File: src/rtl/tri_hit_pkg.sv
// Shared types for the per-triangle hit counter: report record layout and
// subsample-mode decode.
package tri_hit_pkg;

  localparam int unsigned REC_SIGFIG = 24;
  localparam int unsigned REC_VERTS  = 3;
  localparam int unsigned REC_CNT_W  = 16;

  localparam logic [REC_CNT_W-1:0] CNT_MAX = '1;

  typedef logic [REC_VERTS-1:0][1:0][REC_SIGFIG-1:0] tri_t;

  // count is sized for the widest counter; narrower instances zero-extend
  typedef struct packed {
    tri_t                 vtx;
    logic [REC_CNT_W-1:0] count;
    logic [1:0]           ss_w_lg2;
    logic                 sat;
  } tri_hit_rec_t;

  typedef struct packed {
    logic       ok;
    logic [1:0] lg2;
  } ss_dec_t;

  function automatic ss_dec_t ss_decode(input logic [3:0] ss);
    ss_dec_t d;
    d = '0;
    case (ss)
      4'b0001: begin d.ok = 1'b1; d.lg2 = 2'd3; end
      4'b0010: begin d.ok = 1'b1; d.lg2 = 2'd2; end
      4'b0100: begin d.ok = 1'b1; d.lg2 = 2'd1; end
      4'b1000: begin d.ok = 1'b1; d.lg2 = 2'd0; end
      default: d = '0;
    endcase
    return d;
  endfunction

endpackage

File: src/rtl/tri_hit_count_mon_if.sv
// Report channel: valid/ready handshake carrying one per-triangle hit record.
interface tri_hit_count_mon_if;

  logic                       rep_valid_o;
  logic                       rep_ready_i;
  tri_hit_pkg::tri_hit_rec_t  rep_o;

  modport master (output rep_valid_o, output rep_o, input rep_ready_i);
  modport slave  (input rep_valid_o, input rep_o, output rep_ready_i);

endinterface

File: src/rtl/tri_hit_fifo.sv
// Synchronous FIFO with registered pointers; a push into a full FIFO is
// accepted when a pop happens in the same cycle.
module tri_hit_fifo #(
  parameter int unsigned DEPTH = 4,
  parameter int unsigned WIDTH = 8
) (
  input  logic             clk,
  input  logic             rst,
  input  logic             push_i,
  input  logic [WIDTH-1:0] data_i,
  input  logic             pop_i,
  output logic [WIDTH-1:0] data_o,
  output logic             full_o,
  output logic             empty_o
);

  localparam int unsigned AW = $clog2(DEPTH);

  logic [WIDTH-1:0] mem_q [DEPTH];
  logic [AW:0]      wr_q, wr_d;
  logic [AW:0]      rd_q, rd_d;
  logic             do_push, do_pop;

  // extra pointer MSB distinguishes full from empty
  assign empty_o = (wr_q == rd_q);
  assign full_o  = (wr_q[AW] != rd_q[AW]) && (wr_q[AW-1:0] == rd_q[AW-1:0]);
  assign do_pop  = pop_i && !empty_o;
  assign do_push = push_i && (!full_o || do_pop);
  assign data_o  = mem_q[rd_q[AW-1:0]];

  always_comb begin
    wr_d = wr_q;
    rd_d = rd_q;
    if (do_push) wr_d = wr_q + (AW+1)'(1);
    if (do_pop)  rd_d = rd_q + (AW+1)'(1);
  end

  always_ff @(posedge clk) begin
    if (!rst) begin
      wr_q <= '0;
      rd_q <= '0;
    end else begin
      wr_q <= wr_d;
      rd_q <= rd_d;
    end
  end

  always_ff @(posedge clk) begin
    if (do_push) mem_q[wr_q[AW-1:0]] <= data_i;
  end

endmodule

File: src/rtl/tri_hit_count_mon.sv
// Per-triangle sample-hit counter: re-aligns triangle starts to the hit stream,
// counts hits per triangle and queues one report record per closed triangle.
module tri_hit_count_mon
  import tri_hit_pkg::*;
#(
  parameter int unsigned SIGFIG     = REC_SIGFIG,
  parameter int unsigned VERTS      = REC_VERTS,
  parameter int unsigned CNT_W      = REC_CNT_W,
  parameter int unsigned PIPE_DEPTH = 3,
  parameter int unsigned FIFO_DEPTH = 4
) (
  input  logic                               clk,
  input  logic                               rst,
  input  logic                               tri_valid_R16H,
  input  logic [VERTS-1:0][1:0][SIGFIG-1:0]  tri_R16S,
  input  logic [3:0]                         subSample_RnnnnU,
  input  logic                               hit_valid_R18H,
  input  logic                               flush_i,
  tri_hit_count_mon_if.master                rep_if,
  output logic [CNT_W-1:0]                   drop_cnt_o,
  output logic [CNT_W-1:0]                   orphan_cnt_o,
  output logic                               cfg_err_o
);

  localparam logic [0:0] S_IDLE = 1'b0;
  localparam logic [0:0] S_OPEN = 1'b1;

  typedef struct packed {
    logic    v;
    tri_t    vtx;
    ss_dec_t ss;
  } pipe_t;

  pipe_t pipe_q [PIPE_DEPTH];
  pipe_t pipe_out;

  logic [0:0]       state_q, state_d;
  logic [CNT_W-1:0] cnt_q, cnt_d, cnt_inc, rec_cnt;
  tri_t             vtx_q, vtx_d;
  logic [1:0]       lg2_q, lg2_d;
  logic [CNT_W-1:0] orphan_q, orphan_d;
  logic [CNT_W-1:0] drop_q, drop_d;
  logic             cfg_err_q, cfg_err_d;

  logic             start_d, close, pop, drop;
  logic             fifo_full, fifo_empty;
  tri_hit_rec_t     rec;
  logic [$bits(tri_hit_rec_t)-1:0] fifo_data;

  always_ff @(posedge clk) begin
    if (!rst) begin
      for (int unsigned i = 0; i < PIPE_DEPTH; i++) pipe_q[i] <= '0;
    end else begin
      pipe_q[0] <= '{v: tri_valid_R16H, vtx: tri_t'(tri_R16S),
                     ss: ss_decode(subSample_RnnnnU)};
      for (int unsigned i = 1; i < PIPE_DEPTH; i++) pipe_q[i] <= pipe_q[i-1];
    end
  end

  assign pipe_out = pipe_q[PIPE_DEPTH-1];
  assign start_d  = pipe_out.v;

  assign cnt_inc = (hit_valid_R18H && cnt_q != '1) ? cnt_q + CNT_W'(1) : cnt_q;
  assign close   = (state_q == S_OPEN) && (start_d || flush_i);
  // on a start boundary the concurrent hit belongs to the new triangle
  assign rec_cnt = start_d ? cnt_q : cnt_inc;

  always_comb begin
    rec          = '0;
    rec.vtx      = vtx_q;
    rec.count    = REC_CNT_W'(rec_cnt);
    rec.ss_w_lg2 = lg2_q;
    rec.sat      = &rec_cnt;
  end

  assign pop  = rep_if.rep_valid_o && rep_if.rep_ready_i;
  assign drop = close && fifo_full && !pop;

  always_comb begin
    state_d   = state_q;
    cnt_d     = cnt_q;
    vtx_d     = vtx_q;
    lg2_d     = lg2_q;
    orphan_d  = orphan_q;
    cfg_err_d = cfg_err_q;
    drop_d    = (drop && drop_q != '1) ? drop_q + CNT_W'(1) : drop_q;
    if (start_d) begin
      state_d   = S_OPEN;
      cnt_d     = CNT_W'(hit_valid_R18H);
      vtx_d     = pipe_out.vtx;
      lg2_d     = pipe_out.ss.lg2;
      cfg_err_d = cfg_err_q | ~pipe_out.ss.ok;
    end else if (state_q == S_OPEN) begin
      if (flush_i) state_d = S_IDLE;
      else         cnt_d   = cnt_inc;
    end else if (hit_valid_R18H && orphan_q != '1) begin
      orphan_d = orphan_q + CNT_W'(1);
    end
  end

  always_ff @(posedge clk) begin
    if (!rst) begin
      state_q   <= S_IDLE;
      cnt_q     <= '0;
      vtx_q     <= '0;
      lg2_q     <= '0;
      orphan_q  <= '0;
      drop_q    <= '0;
      cfg_err_q <= 1'b0;
    end else begin
      state_q   <= state_d;
      cnt_q     <= cnt_d;
      vtx_q     <= vtx_d;
      lg2_q     <= lg2_d;
      orphan_q  <= orphan_d;
      drop_q    <= drop_d;
      cfg_err_q <= cfg_err_d;
    end
  end

  tri_hit_fifo #(
    .DEPTH (FIFO_DEPTH),
    .WIDTH ($bits(tri_hit_rec_t))
  ) u_fifo (
    .clk     (clk),
    .rst     (rst),
    .push_i  (close),
    .data_i  (rec),
    .pop_i   (pop),
    .data_o  (fifo_data),
    .full_o  (fifo_full),
    .empty_o (fifo_empty)
  );

  assign rep_if.rep_valid_o = ~fifo_empty;
  assign rep_if.rep_o       = fifo_empty ? '0 : tri_hit_rec_t'(fifo_data);
  assign drop_cnt_o         = drop_q;
  assign orphan_cnt_o       = orphan_q;
  assign cfg_err_o          = cfg_err_q;

endmodule
File: src/flat_wrapper.sv
// flat-port wrapper written by rule: the top's interface ports become plain ports
module tri_hit_count_mon_flat import tri_hit_pkg::*;
#(
  parameter int unsigned SIGFIG     = REC_SIGFIG,
  parameter int unsigned VERTS      = REC_VERTS,
  parameter int unsigned CNT_W      = REC_CNT_W,
  parameter int unsigned PIPE_DEPTH = 3,
  parameter int unsigned FIFO_DEPTH = 4
)
  (clk, rst, tri_valid_R16H, tri_R16S, subSample_RnnnnU, hit_valid_R18H, flush_i, drop_cnt_o, orphan_cnt_o, cfg_err_o, rep_if_rep_valid_o, rep_if_rep_o, rep_if_rep_ready_i);
  tri_hit_count_mon_if rep_if_i ();
  input  logic clk;
  input  logic rst;
  input  logic tri_valid_R16H;
  input  logic [VERTS-1:0][1:0][SIGFIG-1:0] tri_R16S;
  input  logic [3:0] subSample_RnnnnU;
  input  logic hit_valid_R18H;
  input  logic flush_i;
  output logic [CNT_W-1:0] drop_cnt_o;
  output logic [CNT_W-1:0] orphan_cnt_o;
  output logic cfg_err_o;
  output wire logic [$bits(rep_if_i.rep_valid_o)-1:0] rep_if_rep_valid_o;
  output wire logic [$bits(rep_if_i.rep_o)-1:0] rep_if_rep_o;
  input wire logic [$bits(rep_if_i.rep_ready_i)-1:0] rep_if_rep_ready_i;
  assign rep_if_rep_valid_o = rep_if_i.rep_valid_o;
  assign rep_if_rep_o = rep_if_i.rep_o;
  assign rep_if_i.rep_ready_i = rep_if_rep_ready_i;
  tri_hit_count_mon #(.SIGFIG(SIGFIG), .VERTS(VERTS), .CNT_W(CNT_W), .PIPE_DEPTH(PIPE_DEPTH), .FIFO_DEPTH(FIFO_DEPTH)) u_core (.clk(clk), .rst(rst), .tri_valid_R16H(tri_valid_R16H), .tri_R16S(tri_R16S), .subSample_RnnnnU(subSample_RnnnnU), .hit_valid_R18H(hit_valid_R18H), .flush_i(flush_i), .rep_if(rep_if_i), .drop_cnt_o(drop_cnt_o), .orphan_cnt_o(orphan_cnt_o), .cfg_err_o(cfg_err_o));
endmodule
File: config.mk
export PLATFORM = sky130hd
export DESIGN_NAME = tri_hit_count_mon_flat
export DESIGN_NICKNAME = d
export VERILOG_FILES = /design/src/rtl/tri_hit_pkg.sv /design/src/rtl/tri_hit_count_mon_if.sv /design/src/rtl/tri_hit_fifo.sv /design/src/rtl/tri_hit_count_mon.sv /design/src/flat_wrapper.sv
export SDC_FILE = /design/constraint.sdc
export NUM_CORES = 1
export LEC_CHECK = 0
export ABC_AREA = 1
export ABC_CLOCK_PERIOD_IN_PS = 9600
export CAP_MARGIN = 20
export CELL_PAD_IN_SITES_DETAIL_PLACEMENT = 1
export CELL_PAD_IN_SITES_GLOBAL_PLACEMENT = 2
export CORE_MARGIN = 10
export CORE_UTILIZATION = 34
export DETAILED_ROUTE_END_ITERATION = 8
export PLACE_DENSITY = 0.74
export SYNTH_ARGS = -nofsm -noshare
export SYNTH_HDL_FRONTEND = slang
export SYNTH_SLANG_ARGS = --single-unit
File: constraint.sdc
create_clock -name clk -period 9.6 [get_ports clk]
set_input_delay 1.92 -clock clk [delete_from_list [all_inputs] [get_ports clk]]
set_output_delay 1.92 -clock clk [all_outputs]
set_load 0.01 [all_outputs]
==> results.toml, run 1 <==
[outcome]
outcome = "finished clean"

[setup_path]
crit_top_cell = "buf_4"
worstSetupEndpointType = "output port"
crit_slowest_cell = "dfxtp_4"
worstPathArrival_ns = 4.63
critPathTopFamily = "buffers and inverters"
slowest_delay_ns = 1.03
timing.rr.end = "u_core.u_fifo.mem_q[1][44]"
start_kind = "register"
reg2reg_from = "u_core.pipe_q[0][443]"
rr_worst_depth = 6
cp_max_fo = 92
crit_buf_inv = 4
crit_cells = 7
worst-r2r-setup-slack_ns = 5.58
crit_type = "reg2out"
worst-endpoint-required_ns = 7.68
cp_cell_sequence = "buf_4, buf_4, nor2_1, o32ai_1, nand2_1, inv_1, clkdlybuf4s50_1"

[global_route]
grt_remaining_overflow = 0
grt_max_degree = 210
grt_pass1_wl_um = 184700
grt_pass1_vias = 31916
antenna_found_initial = 5
track_usage_pct = 15.35

[die]
die_w_um = 389.7
die_h_um = 389.7
num_rows = 135
design.core.area_mm2 = 0.1356
start_util_pct = 34.25
io_pins = 351
die_area_mm2 = 0.1518

[clocking]
clkSlewWorstSetupHoldPaths_ns = 0.06
htree_levels = 4
cts_max_path_buffers = 3
cts_setup_buffers = 0
cts_tree = "done"
cts_buffers = 143
ctsResizeCount = 0
clock_sinks = 1300
root_buffer = "clkbuf_16"
insertion_delay_ns = 0.77
cts_hold_buf = 0

[timing]
worst_slack_ns = 3.048
final_max_slew_viol_count = 0
tightest_slew_ns = 1.104
fin_crit_ns = 6.552
finalSetupViolCount = 0
setup_tns_ns = 0
fmax_mhz = 152.6
period_share_pct = 68.25
final-hold-violation-count = 0
clock_skew_ns = 0.03066
slew_headroom_pct = 26.38
grt_setup_unrepaired = "no"

[hold_path]
holdPathEnd = "u_core.pipe_q[0][149]"
holdPathStages = 2
hp-class = "reg2reg"
min_from = "u_core.pipe_q[0][1]"

[synthesis]
yosys-top-cells-count = "nor2_1, nand2_1, inv_1"
synth_warnings = 0
synth.top_cell.area_share_pct = 42.14
synthTopCellsByArea = "edfxtp_1, dfxtp_1, nor2_1"
synth_flop_cell = "edfxtp_1"
synth_area_leader_cell = "edfxtp_1"
synthCells = 4522
synth-edff-count = 652
async_flop_share_pct = 0
ys_types = 44
synth_nets = 4684
synth_seq_cells = 1300
synth_area_per_cell_um2 = 10.27
yosysMostFrequentCell = "nor2_1"
ys_seq_area_share_pct = 70.06
synth_area_mm2 = 0.04646

[route]
num_vias = 30781
drt_iter0_drc = 1565
via_per_inst = 4.586
dr.pass1.iters = 5
antenna_left = 0
drc_errors = 0
routed_wl_um = 118500
wl_per_cell_um = 17.66

[pwr]
leakage_nw = 23.93
total_power_mw = 12.71
pwr_density_cell_mw_per_mm2 = 225.8
ir_drop_mv = 0.1750

[job]
max-cap-violations = 0

[finish]
fin_cells = 6712
nFillCells = 14846
drive_gt1_share_pct = 5.623
area_delta_synth_final_pct = 21.21
fin_nets = 4967

[placement]
dp_cells = 6440
portBuffers = 350
hpwlAfterDp_um = 70780
place_congestion = 0.7628
place_worst_setup_slack_ns = 3.756
==> routing by layer <==
layer	vias up	routed length [um]	global-route usage (%)
met3	205	5342	3.286
li1	15072	-	-
met4	0	3549	5.899
met1	14979	52670	19.13
met2	525	56960	25.93
met5	-	0	0
==> layout by cell type, fill, tap and decap left out, types with 8 or more instances in the layout <==
cell,count
o211ai_1,8
dfxtp_1,645
ha_1,8
nor3_1,12
inv_1,669
xor2_1,14
o21ai_0,329
a21oi_1,36
o32ai_1,163
edfxtp_1,652
clkbuf_16,146
buf_4,20
nand3_1,42
clkdlybuf4s50_1,349
nand2_1,785
clkbuf_1,46
nor2_1,845
clkbuf_8,17
clkinv_2,21
clkinv_1,13
==> area by class of cell <==
class                      instances  area, um2  area share [%]
inverter                         678       2559           4.544
multi-input combinational       2304      10450           18.56
clock inverter                    57      613.1           1.089
antenna                            5      12.51         0.02222
timing repair buffer             378       3826           6.794
sequential                      1300      32560           57.82
clock buffer                     209       4060           7.210
tap                             1781       2228           3.957
==> worst reg2reg max path, cell delays in order (launching register included) <==
cell,delay [ns]
dfxtp_4,0.73
inv_6,0.39
a21oi_1,0.36
nand2_1,0.36
nor2_4,0.19
buf_4,0.74
buf_4,0.84
==> worst max path at each step <==
stage,startpoint,to,slack (ns)
2_1_floorplan,flush_i,u_core.u_fifo.mem_q[0][0],-0.15
5_1_grt,register,rep_if_rep_o[32],2.64
3_5_place_dp,register,rep_if_rep_o[157],3.76
4_1_cts,register,rep_if_rep_o[157],2.91
3_3_place_gp,register,rep_if_rep_o[2],3.84
6_report,register,rep_if_rep_o[120],3.05
==> per-stage QoR <==
step	instance area, um2	util, %	hold slack [ns]
finish	56310	41.52	0.4014
global route	56310	41.52	0.4220
CTS	56270	41.49	0.4039
detailed placement	51600	38.04	0.3994
global placement	51600	38.04	0.3930
floorplan	46460	-	0.3905
==> logic make-up after synthesis <==
| logic type | synth area share (%) |
|---|---|
| compound gates | 7.336 |
| buf+inv | 7.522 |
| xor+xnor | 0.3582 |
| simple gates | 14.51 |
| flops | 70.06 |
| fa+ha+maj | 0.2155 |
==> where the power goes <==
group | internal [mW] | switching, mW | leakage (nW)
Sequential | 5.91 | 0.0895 | 10.6
Clock | 3.13 | 2.24 | 2.28
Combinational | 0.553 | 0.785 | 11.0
==> sequential cells by signal, indices dropped and copies added, names as in the netlist, named ones only <==
register / cells
u_core.u_fifo.wr_q: 3
u_core.pipe_q: 444
u_core.rec: 144
u_core.lg2_q: 2
u_core.cnt_q: 16
u_core.state_q: 1
u_core.u_fifo.mem_q: 652
u_core.drop_cnt_o: 16
u_core.cfg_err_o: 1
u_core.orphan_cnt_o: 16
u_core.u_fifo.rd_q: 3
(Power assumes the default switching activity.)
==> run 2: changes to the inputs <==
--- a/config.mk
+++ b/config.mk
@@ -6,7 +6,7 @@
 export NUM_CORES = 1
 export LEC_CHECK = 0
 export ABC_AREA = 1
-export ABC_CLOCK_PERIOD_IN_PS = 9600
+export ABC_CLOCK_PERIOD_IN_PS = 5440
 export CAP_MARGIN = 20
 export CELL_PAD_IN_SITES_DETAIL_PLACEMENT = 1
 export CELL_PAD_IN_SITES_GLOBAL_PLACEMENT = 2
==> constraint.sdc (replaced) <==
create_clock -name clk -period 5.44 [get_ports clk]
set_input_delay 1.088 -clock clk [delete_from_list [all_inputs] [get_ports clk]]
set_output_delay 1.088 -clock clk [all_outputs]
set_load 0.01 [all_outputs]
==> results.toml, run 2 (synthesized netlist as in run 1, its figures left out) <==
[outcome]
outcome = "finished clean"

[timing]
tightest_slew_ns = 1.222
slew_headroom_pct = 18.55
grt_setup_unrepaired = "no"
clock_skew_ns = 0.03175
final_max_slew_viol_count = 0
period_share_pct = 83.35
finalSetupViolCount = 0
fin_crit_ns = 4.534
final-hold-violation-count = 0
setup_tns_ns = 0
fmax_mhz = 220.5

[route]
dr.pass1.iters = 4
drt_iter0_drc = 1431
num_vias = 30719
via_per_inst = 4.562
drc_errors = 0
routed_wl_um = 118900
wl_per_cell_um = 17.66
antenna_left = 0

[clocking]
cts_hold_buf = 0
cts_buffers = 142
clock_sinks = 1300
insertion_delay_ns = 0.77
cts_tree = "done"
cts_setup_buffers = 0
cts_max_path_buffers = 3
clkSlewWorstSetupHoldPaths_ns = 0.06
htree_levels = 4
root_buffer = "clkbuf_16"
ctsResizeCount = 0

[pwr]
total_power_mw = 22.42
p_seq_share_pct = 47.1
p_clk_share_pct = 42.0
p_comb_share_pct = 10.9
leakage_nw = 24.05
ir_drop_mv = 0.2774
pwr_density_cell_mw_per_mm2 = 396.3
swShare_pct = 24.37
p_sw_mw = 5.464
internal_power_mw = 16.96

[global_route]
antenna_found_initial = 9
grt_pass1_wl_um = 184700
grt_remaining_overflow = 0
grt_pass1_vias = 31885
grt_max_degree = 199
track_usage_pct = 15.40

[hold_path]
hp-class = "reg2reg"
holdPathStages = 2

[setup_path]
crit_type = "reg2out"
worstSetupEndpointType = "output port"
start_kind = "register"
worst-endpoint-required_ns = 4.35
rr_worst_depth = 5
cp_max_fo = 80
worstPathArrival_ns = 3.45
worst-r2r-setup-slack_ns = 2.50

[finish]
mostFrequentLayoutCells = "nor2_1, nand2_1, inv_1, edfxtp_1, dfxtp_1"
nFillCells = 14882
fin_nets = 4985
final_core_util_pct = 41.71
largest_register_ff_count = 652
mostFrequentLayoutCell = "nor2_1"
area_delta_synth_final_pct = 21.78
drive_gt1_share_pct = 5.967

[die]
num_rows = 135
design.core.area_mm2 = 0.1356
io_pins = 351
die_h_um = 389.7
start_util_pct = 34.25
die_area_mm2 = 0.1518
die_w_um = 389.7

[placement]
place_congestion = 0.7430
hpwlAfterDp_um = 71740
portBuffers = 350

[job]
max-cap-violations = 0
## run 2: changes by cell type in the layout (fill, tap and decap cells not counted), sizes merged
cell	delta
clkinv	-4
diode	+4
buf	+19
inv	-1
clkbuf	+5
bufinv	-1
## run 2: layer usage
| layer | share of wire, % | vias up | GRT usage (%) |
|---|---|---|---|
| met5 | 0 | - | 0 |
| met4 | 2.4 | 0 | 5.072 |
| met3 | 4.4 | 171 | 3.396 |
| met2 | 49 | 473 | 26.46 |
| met1 | 45 | 14961 | 19.07 |
| li1 | - | 15114 | - |
## run 2: critical path, stage by stage (launching register included)
cell,delay [ns]
dfxtp_1,0.33
inv_1,0.16
nand2_1,0.08
a21oi_1,0.29
nand2_4,0.52
buf_12,0.43
nand2_1,0.16
inv_1,0.07
clkdlybuf4s50_1,0.50
## run 2: cell type report
type                            instances  area [um2]  share of cell area, %
Multi-Input combinational cell       2304       10450                  18.47
Clock inverter                         51       486.7                 0.8602
Timing Repair Buffer                  397        4131                  7.302
Clock buffer                          214        4138                  7.313
Inverter                              678        2559                  4.522
Sequential cell                      1300       32560                  57.55
Antenna cell                            9       22.52                0.03981
Tap cell                             1781        2228                  3.939
## run 2: metrics by stage
step	cell area, um2	std cells	setup slack, ns	hold slack (ns)
floorplan	46470	4522	-0.7824	0.3905
global placement	51900	6459	1.511	0.3930
detailed placement	51930	6460	1.654	0.3982
CTS	56560	6725	0.8197	0.3912
global route	56580	6733	0.6882	0.4215
finish	56580	6734	0.9056	0.3913
## run 2: final timing paths
check,startpoint,endpoint
max,u_core.u_fifo.wr_q[0],rep_if_rep_o[117]
min,u_core.pipe_q[0][112],u_core.pipe_q[0][260]
max reg2reg,u_core.pipe_q[0][443],u_core.u_fifo.mem_q[3][42]
min reg2reg,u_core.pipe_q[0][112],u_core.pipe_q[0][260]
## run 2: power groups by stage
stage	Sequential (mW)	Clock [mW]	Combinational [mW]
final	10.6	9.43	2.44
after global routing	10.6	10.1	2.71
after CTS	10.6	9.71	2.51
after detailed placement	10.8	0	2.50
after global placement	10.8	0	2.47
after floorplan	10.7	0	1.25
==> run 3: changes to the inputs <==
--- a/config.mk
+++ b/config.mk
@@ -6,7 +6,7 @@
 export NUM_CORES = 1
 export LEC_CHECK = 0
 export ABC_AREA = 1
-export ABC_CLOCK_PERIOD_IN_PS = 5440
+export ABC_CLOCK_PERIOD_IN_PS = 4010
 export CAP_MARGIN = 20
 export CELL_PAD_IN_SITES_DETAIL_PLACEMENT = 1
 export CELL_PAD_IN_SITES_GLOBAL_PLACEMENT = 2
==> constraint.sdc (replaced) <==
create_clock -name clk -period 4.01 [get_ports clk]
set_input_delay 0.802 -clock clk [delete_from_list [all_inputs] [get_ports clk]]
set_output_delay 0.802 -clock clk [all_outputs]
set_load 0.01 [all_outputs]
==> results.toml, run 3 (synthesized netlist as in run 1, its figures left out) <==
[timing]
fin_crit_ns = 3.834
period_share_pct = 95.60
clock_skew_ns = 0.02753
final_max_slew_viol_count = 0
slew_headroom_pct = 40.26
setup_tns_ns = 0
fmax_mhz = 260.8
finalSetupViolCount = 0
grt_setup_unrepaired = "yes"
tightest_slew_ns = 0.8961
final-hold-violation-count = 0

[placement]
portBuffers = 350
place_congestion = 0.7469
hpwlAfterDp_um = 71510

[setup_path]
rr_worst_depth = 15
worstPathArrival_ns = 3.03
worst-r2r-setup-slack_ns = 1.41
worstSetupEndpointType = "output port"
reg2reg_from = "u_core.cnt_q[0]"
crit_type = "reg2out"
timing.rr.end = "u_core.u_fifo.mem_q[3][0]"
cp_max_fo = 57
start_kind = "register"
worst-endpoint-required_ns = 3.21

[global_route]
grt_max_degree = 166
antenna_found_initial = 9
grt_pass1_wl_um = 184300
grt_remaining_overflow = 0
track_usage_pct = 15.35
grt_pass1_vias = 31965

[finish]
nFillCells = 14802
area_delta_synth_final_pct = 22.52
drive_gt1_share_pct = 6.564
final_core_util_pct = 41.97
largest_register_ff_count = 652
mostFrequentLayoutCell = "nor2_1"
mostFrequentLayoutCells = "nor2_1, nand2_1, inv_1, edfxtp_1, dfxtp_1"
fin_nets = 4994

[die]
num_rows = 135
design.core.area_mm2 = 0.1356
die_w_um = 389.7
die_h_um = 389.7
io_pins = 351
die_area_mm2 = 0.1518
start_util_pct = 34.25

[clocking]
insertion_delay_ns = 0.78
cts_max_path_buffers = 3
cts_hold_buf = 0
htree_levels = 4
clock_sinks = 1300
root_buffer = "clkbuf_16"
cts_buffers = 141
clkSlewWorstSetupHoldPaths_ns = 0.06
cts_tree = "done"

[route]
wl_per_cell_um = 17.63
dr.pass1.iters = 5
antenna_left = 0
routed_wl_um = 118800
via_per_inst = 4.568
drt_iter0_drc = 1700
num_vias = 30780
drc_errors = 0

[hold_path]
holdPathStages = 2
min_from = "u_core.pipe_q[0][42]"
holdPathEnd = "u_core.pipe_q[0][190]"
hp-class = "reg2reg"

[pwr]
total_power_mw = 30.52
ir_drop_mv = 0.3883
leakage_nw = 24.17
pwr_density_cell_mw_per_mm2 = 536.1

[job]
max-cap-violations = 0

[outcome]
outcome = "finished clean"
run 3: cell count changes in the layout (fill, tap and decap cells not counted), moves of 3 or more:
cell	previous run	this run
clkbuf_1	45	42
o32ai_2	0	18
buf_6	0	5
buf_4	26	22
buf_12	20	25
diode_2	9	6
o32ai_1	163	145
bufinv_16	5	8
run 3: how the worst max path moves through the flow:
stage              from               endpoint  depth (start not counted)
2_1_floorplan   flush_i  u_core.u_fifo.wr_q[2]                          7
3_3_place_gp   register      rep_if_rep_o[112]                          7
3_5_place_dp   register      rep_if_rep_o[115]                          7
4_1_cts        register       rep_if_rep_o[46]                          8
5_1_grt        register      rep_if_rep_o[112]                          7
6_report       register       rep_if_rep_o[15]                          6
run 3: area by class of cell:
| class | count | area, um2 | area share [%] |
|---|---|---|---|
| Tap cell | 1781 | 2228 | 3.915 |
| Multi-Input combinational cell | 2304 | 10610 | 18.63 |
| Sequential cell | 1300 | 32560 | 57.21 |
| Inverter | 678 | 2569 | 4.513 |
| Antenna cell | 6 | 15.01 | 0.02638 |
| Clock inverter | 59 | 595.6 | 1.046 |
| Clock buffer | 203 | 3995 | 7.019 |
| Timing Repair Buffer | 407 | 4352 | 7.645 |
run 3: where the power goes:
part,switching (mW),total (mW),leakage (nW),internal [mW]
combinational,2.00,3.43,11.3,1.44
sequential,0.150,14.3,10.6,14.2
clock,5.28,12.8,2.25,7.50
total,7.42,30.5,24.2,23.1
run 3: through the flow:
stage          cell area [um2]  instances  hold slack [ns]  worst slack (ns)
4_1_cts                  56730       6731           0.4007          0.009322
6_report                 56920       6738           0.3979            0.1764
3_5_place_dp             52110       6469           0.3985            0.8258
2_1_floorplan            46520       4522           0.3905         -0.002314
5_1_grt                  56920       6737           0.4230          -0.02548
3_3_place_gp             52110       6469           0.3929            0.8304
run 3: worst max-delay path, stage by stage, from the launching register on:
cell and delay, ns:
dfxtp_4 0.46, clkbuf_8 0.40, nor2_1 0.10, o32ai_1 0.56, nand2_1 0.11, inv_1 0.08, clkdlybuf4s50_1 0.53
run 3: repair_timing:
item,4_1_cts,5_1_grt
resized for setup,5,23
endpoints found under the setup margin,4,63
setup buffers,0,1
run 3: layer usage:
layer	track usage, %	share of wire, %	up-vias
li1	-	-	15130
met1	18.67	44	14989
met2	26.71	49	482
met3	3.290	4.1	171
met4	5.389	2.6	8
met5	0	0.051	-
